==> config.mk <==
export PLATFORM = sky130hd
export DESIGN_NAME = mips_data_bus_bridge
export DESIGN_NICKNAME = d
export VERILOG_FILES = /design/src/rtl/mips_bus_pkg.sv /design/src/rtl/mips_bus_watchdog.sv /design/src/rtl/mips_data_bus_bridge.sv
export SDC_FILE = /design/constraint.sdc
export NUM_CORES = 1
export LEC_CHECK = 0
export CORE_MARGIN = 1.5
export CORE_UTILIZATION = 41
export DETAILED_ROUTE_END_ITERATION = 7
export GPL_TIMING_DRIVEN = 0
export HOLD_SLACK_MARGIN = 0.1
export PLACE_DENSITY_LB_ADDON = 0.15
export SETUP_SLACK_MARGIN = 0.02
export SLEW_MARGIN = 20
export SYNTH_ARGS = -nofsm -noshare
export SYNTH_HDL_FRONTEND = slang
export SYNTH_HIERARCHICAL = 1
export SYNTH_SLANG_ARGS = --single-unit
==> constraint.sdc <==
create_clock -name clk -period 3.9 [get_ports clk]
set_input_delay 0.39 -clock clk [delete_from_list [all_inputs] [get_ports clk]]
set_output_delay 0.39 -clock clk [all_outputs]
set_load 0.01 [all_outputs]
==> src/rtl/mips_bus_pkg.sv <==
// Shared definitions for the MIPS data-bus bridge: bus widths, the bridge
// state encoding, the default error read-back word and an address helper.
package mips_bus_pkg;

    localparam int unsigned ADDR_W = 32;
    localparam int unsigned DATA_W = 32;
    localparam int unsigned BE_W   = 4;

    localparam logic [DATA_W-1:0] ERR_DATA_DEFAULT = 32'hDEADBEEF;

    typedef enum logic [1:0] {
        ST_IDLE,
        ST_REQ,
        ST_RESP,
        ST_DONE
    } bridge_state_e;

    // Force a CPU byte address onto the containing 32-bit word.
    function automatic logic [ADDR_W-1:0] wordAlign(input logic [ADDR_W-1:0] addr);
        return {addr[ADDR_W-1:2], 2'b00};
    endfunction

endpackage

==> src/rtl/mips_bus_watchdog.sv <==
// Bus stall watchdog: counts consecutive cycles a request is held off by
// waitrequest and flags the cycle in which the limit is reached.
// Only instantiated when MIPS_DBRIDGE_TIMEOUT_EN is defined.
module mips_bus_watchdog #(
    parameter int unsigned TIMEOUT_CYCLES = 256
) (
    input  logic clk,
    input  logic reset,
    input  logic count_i,
    input  logic clear_i,
    output logic expired_o
);

    localparam int unsigned      CNT_W = $clog2(TIMEOUT_CYCLES + 1);
    localparam logic [CNT_W-1:0] LAST  = CNT_W'(TIMEOUT_CYCLES - 1);

    logic [CNT_W-1:0] count_q;

    // Count stalled request cycles; restart whenever no request is pending.
    always_ff @(posedge clk) begin
        if (reset || clear_i) begin
            count_q <= '0;
        end else if (count_i) begin
            count_q <= count_q + CNT_W'(1);
        end
    end

    assign expired_o = count_i && (count_q == LAST);

endmodule

==> src/rtl/mips_data_bus_bridge.sv <==
// Bridges the MIPS CPU data port onto an Avalon-MM master. The CPU is
// stalled via cpu_clk_enable for the whole bus transaction; exactly one bus
// access is issued per CPU access. Optional bus-stall abort is enabled by
// defining MIPS_DBRIDGE_TIMEOUT_EN.
module mips_data_bus_bridge
    import mips_bus_pkg::*;
#(
    parameter int unsigned       TIMEOUT_CYCLES = 256,
    parameter logic [DATA_W-1:0] ERR_DATA       = ERR_DATA_DEFAULT
) (
    input  logic              clk,
    input  logic              reset,
    input  logic              clk_enable_in,
    output logic              cpu_clk_enable,
    input  logic [ADDR_W-1:0] cpu_data_address,
    input  logic              cpu_data_read,
    input  logic              cpu_data_write,
    input  logic [BE_W-1:0]   cpu_byte_enable,
    input  logic [DATA_W-1:0] cpu_data_writedata,
    output logic [DATA_W-1:0] cpu_data_readdata,
    output logic [ADDR_W-1:0] avm_address,
    output logic              avm_read,
    output logic              avm_write,
    output logic [BE_W-1:0]   avm_byteenable,
    output logic [DATA_W-1:0] avm_writedata,
    input  logic              avm_waitrequest,
    input  logic [DATA_W-1:0] avm_readdata,
    output logic              bus_error
);

    bridge_state_e     state_q, state_d;
    logic [ADDR_W-1:0] avmAddress_q;
    logic [BE_W-1:0]   avmByteEnable_q;
    logic [DATA_W-1:0] avmWriteData_q;
    logic              avmRead_q;
    logic              avmWrite_q;
    logic [DATA_W-1:0] readData_q;
    logic              busError_q;

    logic startReq;
    logic acceptReq;
    logic abortReq;
    logic captureRead;
    logic timeoutHit;

`ifdef MIPS_DBRIDGE_TIMEOUT_EN
    mips_bus_watchdog #(
        .TIMEOUT_CYCLES(TIMEOUT_CYCLES)
    ) u_watchdog (
        .clk      (clk),
        .reset    (reset),
        .count_i  (state_q == ST_REQ && avm_waitrequest),
        .clear_i  (state_q != ST_REQ),
        .expired_o(timeoutHit)
    );
`else
    // No watchdog: a held-off request is waited out indefinitely; the
    // threshold stays referenced so both builds share one parameter set.
    assign timeoutHit = (TIMEOUT_CYCLES == 0) && 1'b0;
`endif

    // Next-state and stall decode; the CPU may only run in IDLE and DONE.
    always_comb begin
        state_d        = state_q;
        cpu_clk_enable = clk_enable_in;
        startReq       = 1'b0;
        acceptReq      = 1'b0;
        abortReq       = 1'b0;
        captureRead    = 1'b0;
        case (state_q)
            ST_IDLE: begin
                if ((cpu_data_read || cpu_data_write) && clk_enable_in) begin
                    cpu_clk_enable = 1'b0;
                    startReq       = 1'b1;
                    state_d        = ST_REQ;
                end
            end
            ST_REQ: begin
                cpu_clk_enable = 1'b0;
                if (!avm_waitrequest) begin
                    acceptReq = 1'b1;
                    state_d   = avmWrite_q ? ST_DONE : ST_RESP;
                end else if (timeoutHit) begin
                    abortReq = 1'b1;
                    state_d  = ST_DONE;
                end
            end
            ST_RESP: begin
                cpu_clk_enable = 1'b0;
                captureRead    = 1'b1;
                state_d        = ST_DONE;
            end
            ST_DONE: begin
                if (clk_enable_in) begin
                    state_d = ST_IDLE;
                end
            end
            default: begin
                state_d = ST_IDLE;
            end
        endcase
        if (reset) begin
            cpu_clk_enable = clk_enable_in;
        end
    end

    // State register; reset abandons any transaction in flight.
    always_ff @(posedge clk) begin
        if (reset) begin
            state_q <= ST_IDLE;
        end else begin
            state_q <= state_d;
        end
    end

    // Bus request fields, load data capture and the sticky error flag.
    always_ff @(posedge clk) begin
        if (reset) begin
            avmAddress_q    <= '0;
            avmByteEnable_q <= '0;
            avmWriteData_q  <= '0;
            avmRead_q       <= 1'b0;
            avmWrite_q      <= 1'b0;
            readData_q      <= '0;
            busError_q      <= 1'b0;
        end else begin
            if (startReq) begin
                avmAddress_q    <= wordAlign(cpu_data_address);
                avmByteEnable_q <= cpu_byte_enable;
                avmWriteData_q  <= cpu_data_writedata;
                avmWrite_q      <= cpu_data_write;
                avmRead_q       <= ~cpu_data_write;
                if (cpu_data_read && cpu_data_write) begin
                    busError_q <= 1'b1;
                end
            end else if (acceptReq || abortReq) begin
                avmRead_q  <= 1'b0;
                avmWrite_q <= 1'b0;
            end
            if (captureRead) begin
                readData_q <= avm_readdata;
            end else if (abortReq && avmRead_q) begin
                readData_q <= ERR_DATA;
            end
            if (abortReq) begin
                busError_q <= 1'b1;
            end
        end
    end

    assign avm_address       = avmAddress_q;
    assign avm_byteenable    = avmByteEnable_q;
    assign avm_writedata     = avmWriteData_q;
    assign avm_read          = avmRead_q;
    assign avm_write         = avmWrite_q;
    assign cpu_data_readdata = readData_q;
    assign bus_error         = busError_q;

endmodule

==> reports/qor.yml <==
outcome:
  status: "finished, final reports clean"
die:
  dieWidth_um: 98.3
  fp-row-count: 34
  initial_core_util_pct: 42.5
  die_area_um2: 9670
  dieHeight_um: 98.3
  ios: 210
  core_area_um2: 8760
synth:
  yosys.area.top_type: "dfxtp_1"
  synth_cells: 430
  synth_xor_area_share_pct: 0
  synth_top_family_by_area: "simple AND/OR/NAND/NOR gates"
  synth_warnings: 6
  syn_area_um2: 3720
  yosys.area.top_type_share_pct: 55.4
  netlist-cell-type-count: 23
  synth-seq-cells: 103
  yosysSeqAreaShare_pct: 55.4
  synth-simple-area-share_pct: 17.9
  synth_area_per_cell_um2: 8.66
  synth_mux_area_share_pct: 8.87
  synth_top_cells_by_area: "dfxtp_1 (55%), nand2_1 (14%), a21oi_1 (9.1%)"
  synth-compound-area-share_pct: 11.2
  synthAdderAreaFrac_pct: 1.68
placement:
  port_buffers: 204
  place.gp.congestion: 0.834
  dp_hpwl_mm: 8.05
  placed_area_um2: 5910
clocking:
  cts_made_buffers: 9
  clock-sinks: 103
  cts_hold_buf: 0
  clockBufferDepth: 2
  clk_latency_ns: 0.35
  cts_root_buf: "clkbuf_8"
  path_clk_slew_ns: 0.09
  cts_tree: "done"
  cts_setup_buffers: 0
  cts.htree.levels: 3
  cts_resized: 0
sta:
  tns_ns: 0
  hold_ws_ns: 0.424
  skew_ns: 0.0127
  setup_viol: 0
  fmax_mhz: 421
  tightest_slew_ns: 0.569
  slew_violations: 0
  hold_viol: 0
  max_slew_margin_pct: 62.1
  rsz0062_at_grt: "false"
  finalCritPeriodShare_pct: 60.9
  min_period_ns: 2.37
worst_setup_path:
  rr_worst_depth: 7
  path_buf_inv: 2
  worstPathCellList: "inv_1 > ha_1 > a211oi_1 > nor2_1 > clkdlybuf4s50_1"
  critPathCaptureType: "primary output"
  cp.depth: 5
  cpLargestDelayFamily: "buffers and inverters"
  slowest_delay_ns: 0.50
  cp_max_fo: 7
  path_class: "reg2out"
  critical_path_required_ns: 3.51
  critical_path.slowest_cell: "clkdlybuf4s50_1"
  worstPathArrival_ns: 1.98
  cp-start-kind: "flip-flop"
worst_hold_path:
  min_path_cells: 2
  hold_class: "in2reg"
cells_and_area:
  n_antenna_cell: 0
  mostFrequentLayoutCell: "clkdlybuf4s50_1"
  fin_area_um2: 6100
  final_cell_mix: "clkdlybuf4s50_1 (204), nand2_1 (135), dfxtp_1 (103), a21oi_1 (68), nor2_1 (35)"
  final_nets: 757
  drive_gt1_share_pct: 5.08
  area_delta_synth_final_pct: 63.9
  final_util_pct: 69.6
detailed_routing:
  ant_nets: 0
  routedWlPerCell_um: 13.7
  drtIter0Drc: 95
  drc: 0
  dr.pass1.iters: 4
  viasPerCell: 4.74
  route.final.wire_length_mm: 10.4
  dr_total_vias: 3590
global_routing:
  grt_max_degree: 16
  first_global_vias: 3529
  grt.total_usage_pct: 21.1
  grt_pass1_wl_mm: 16.6
  grt.overflow.total: 0
  antenna_found_initial: 0
power_and_ir_drop:
  leakagePower_nw: 2.25
  ir_drop_mv: 0.295
  power_density_nw_per_um2: 531
  p_total_mw: 3.24
flow_run:
  cap_violations: 0
state kept, by name (all words and copies together), names as in the netlist:
| name | flops |
|---|---|
| cpu_data_readdata | 32 |
| bus_error | 1 |
| avm_address | 30 |
| avm_writedata | 32 |
| avm_read | 1 |
| avm_byteenable | 4 |
| avm_write | 1 |
| state_q | 2 |
cell type report:
cell class                      count  area [µm²]
Fill cell                         706        2660
Sequential cell                   103        2060
Timing Repair Buffer              204        2040
Multi-Input combinational cell    292        1480
Buffer                             32         168
Clock buffer                       12         155
Tap cell                          108         135
Clock inverter                      3        42.5
Inverter                            4        15.0
metal layers:
layer	wire [µm]	GRT usage, %
met1	4440	25.1
met2	4980	37.1
met3	774	5.01
met4	221	7.37
met5	0	0
path summary, 6_finish.rpt:
| check | start | to | slack, ns |
|---|---|---|---|
| worst min register to register | avm_byteenable[1]$_SDFFE_PP0P_ | avm_byteenable[1]$_SDFFE_PP0P_ | 0.46 |
| worst min-delay path | reset | cpu_data_readdata[0]$_SDFFE_PP0N_ | 0.42 |
| worst max-delay path | state_q[0]$_SDFFE_PP0P_ | cpu_clk_enable | 1.53 |
| worst max register to register | state_q[0]$_SDFFE_PP0P_ | avm_address[28]$_SDFFE_PP0P_ | 2.10 |
cells by family (layout without fill, tap and decap cells):
group,count (synthesis),in the layout
DFF,103,103
and+or+nand+nor,175,175
buffers and inverters,36,255
other,1,2
AOI/OAI and AO/OA,77,77
muxes,33,33
adders and majority gates,5,5
worst register-to-register path: stages (launching register included):
cell      delay, ns
dfxtp_1        0.47
inv_1          0.11
ha_1           0.28
o211ai_2       0.16
buf_4          0.25
buf_2          0.23
nand2_1        0.08
a21oi_1        0.17
power by group:
group | internal, mW | switching (mW)
combinational | 0.652 | 0.571
clock | 0.328 | 0.341
sequential | 1.24 | 0.105
total | 2.22 | 1.02
Yosys cell counts:
| master | n |
|---|---|
| a211oi_1 | 1 |
| o211a_1 | 1 |
| a221o_1 | 1 |
| buf_1 | 2 |
| nand2b_1 | 2 |
| inv_1 | 4 |
| o21ai_0 | 2 |
| buf_2 | 11 |
| buf_4 | 3 |
| conb_1 | 1 |
| o221a_2 | 1 |
| dfxtp_1 | 103 |
| nand3_1 | 3 |
| buf_6 | 3 |
| o211ai_2 | 1 |
| ha_1 | 5 |
| a222oi_1 | 1 |
| a21oi_1 | 68 |
| mux2i_1 | 33 |
| a31oi_1 | 1 |
| clkbuf_1 | 13 |
| nand2_1 | 135 |
| nor2_1 | 35 |
stage by stage:
step,std cells,setup WS (ns)
6_report,758,1.53
2_1_floorplan,431,2.43
4_1_cts,758,1.52
5_1_grt,758,1.40
3_5_place_dp,743,1.67
3_3_place_gp,743,1.66
(Power assumes the default switching activity.)
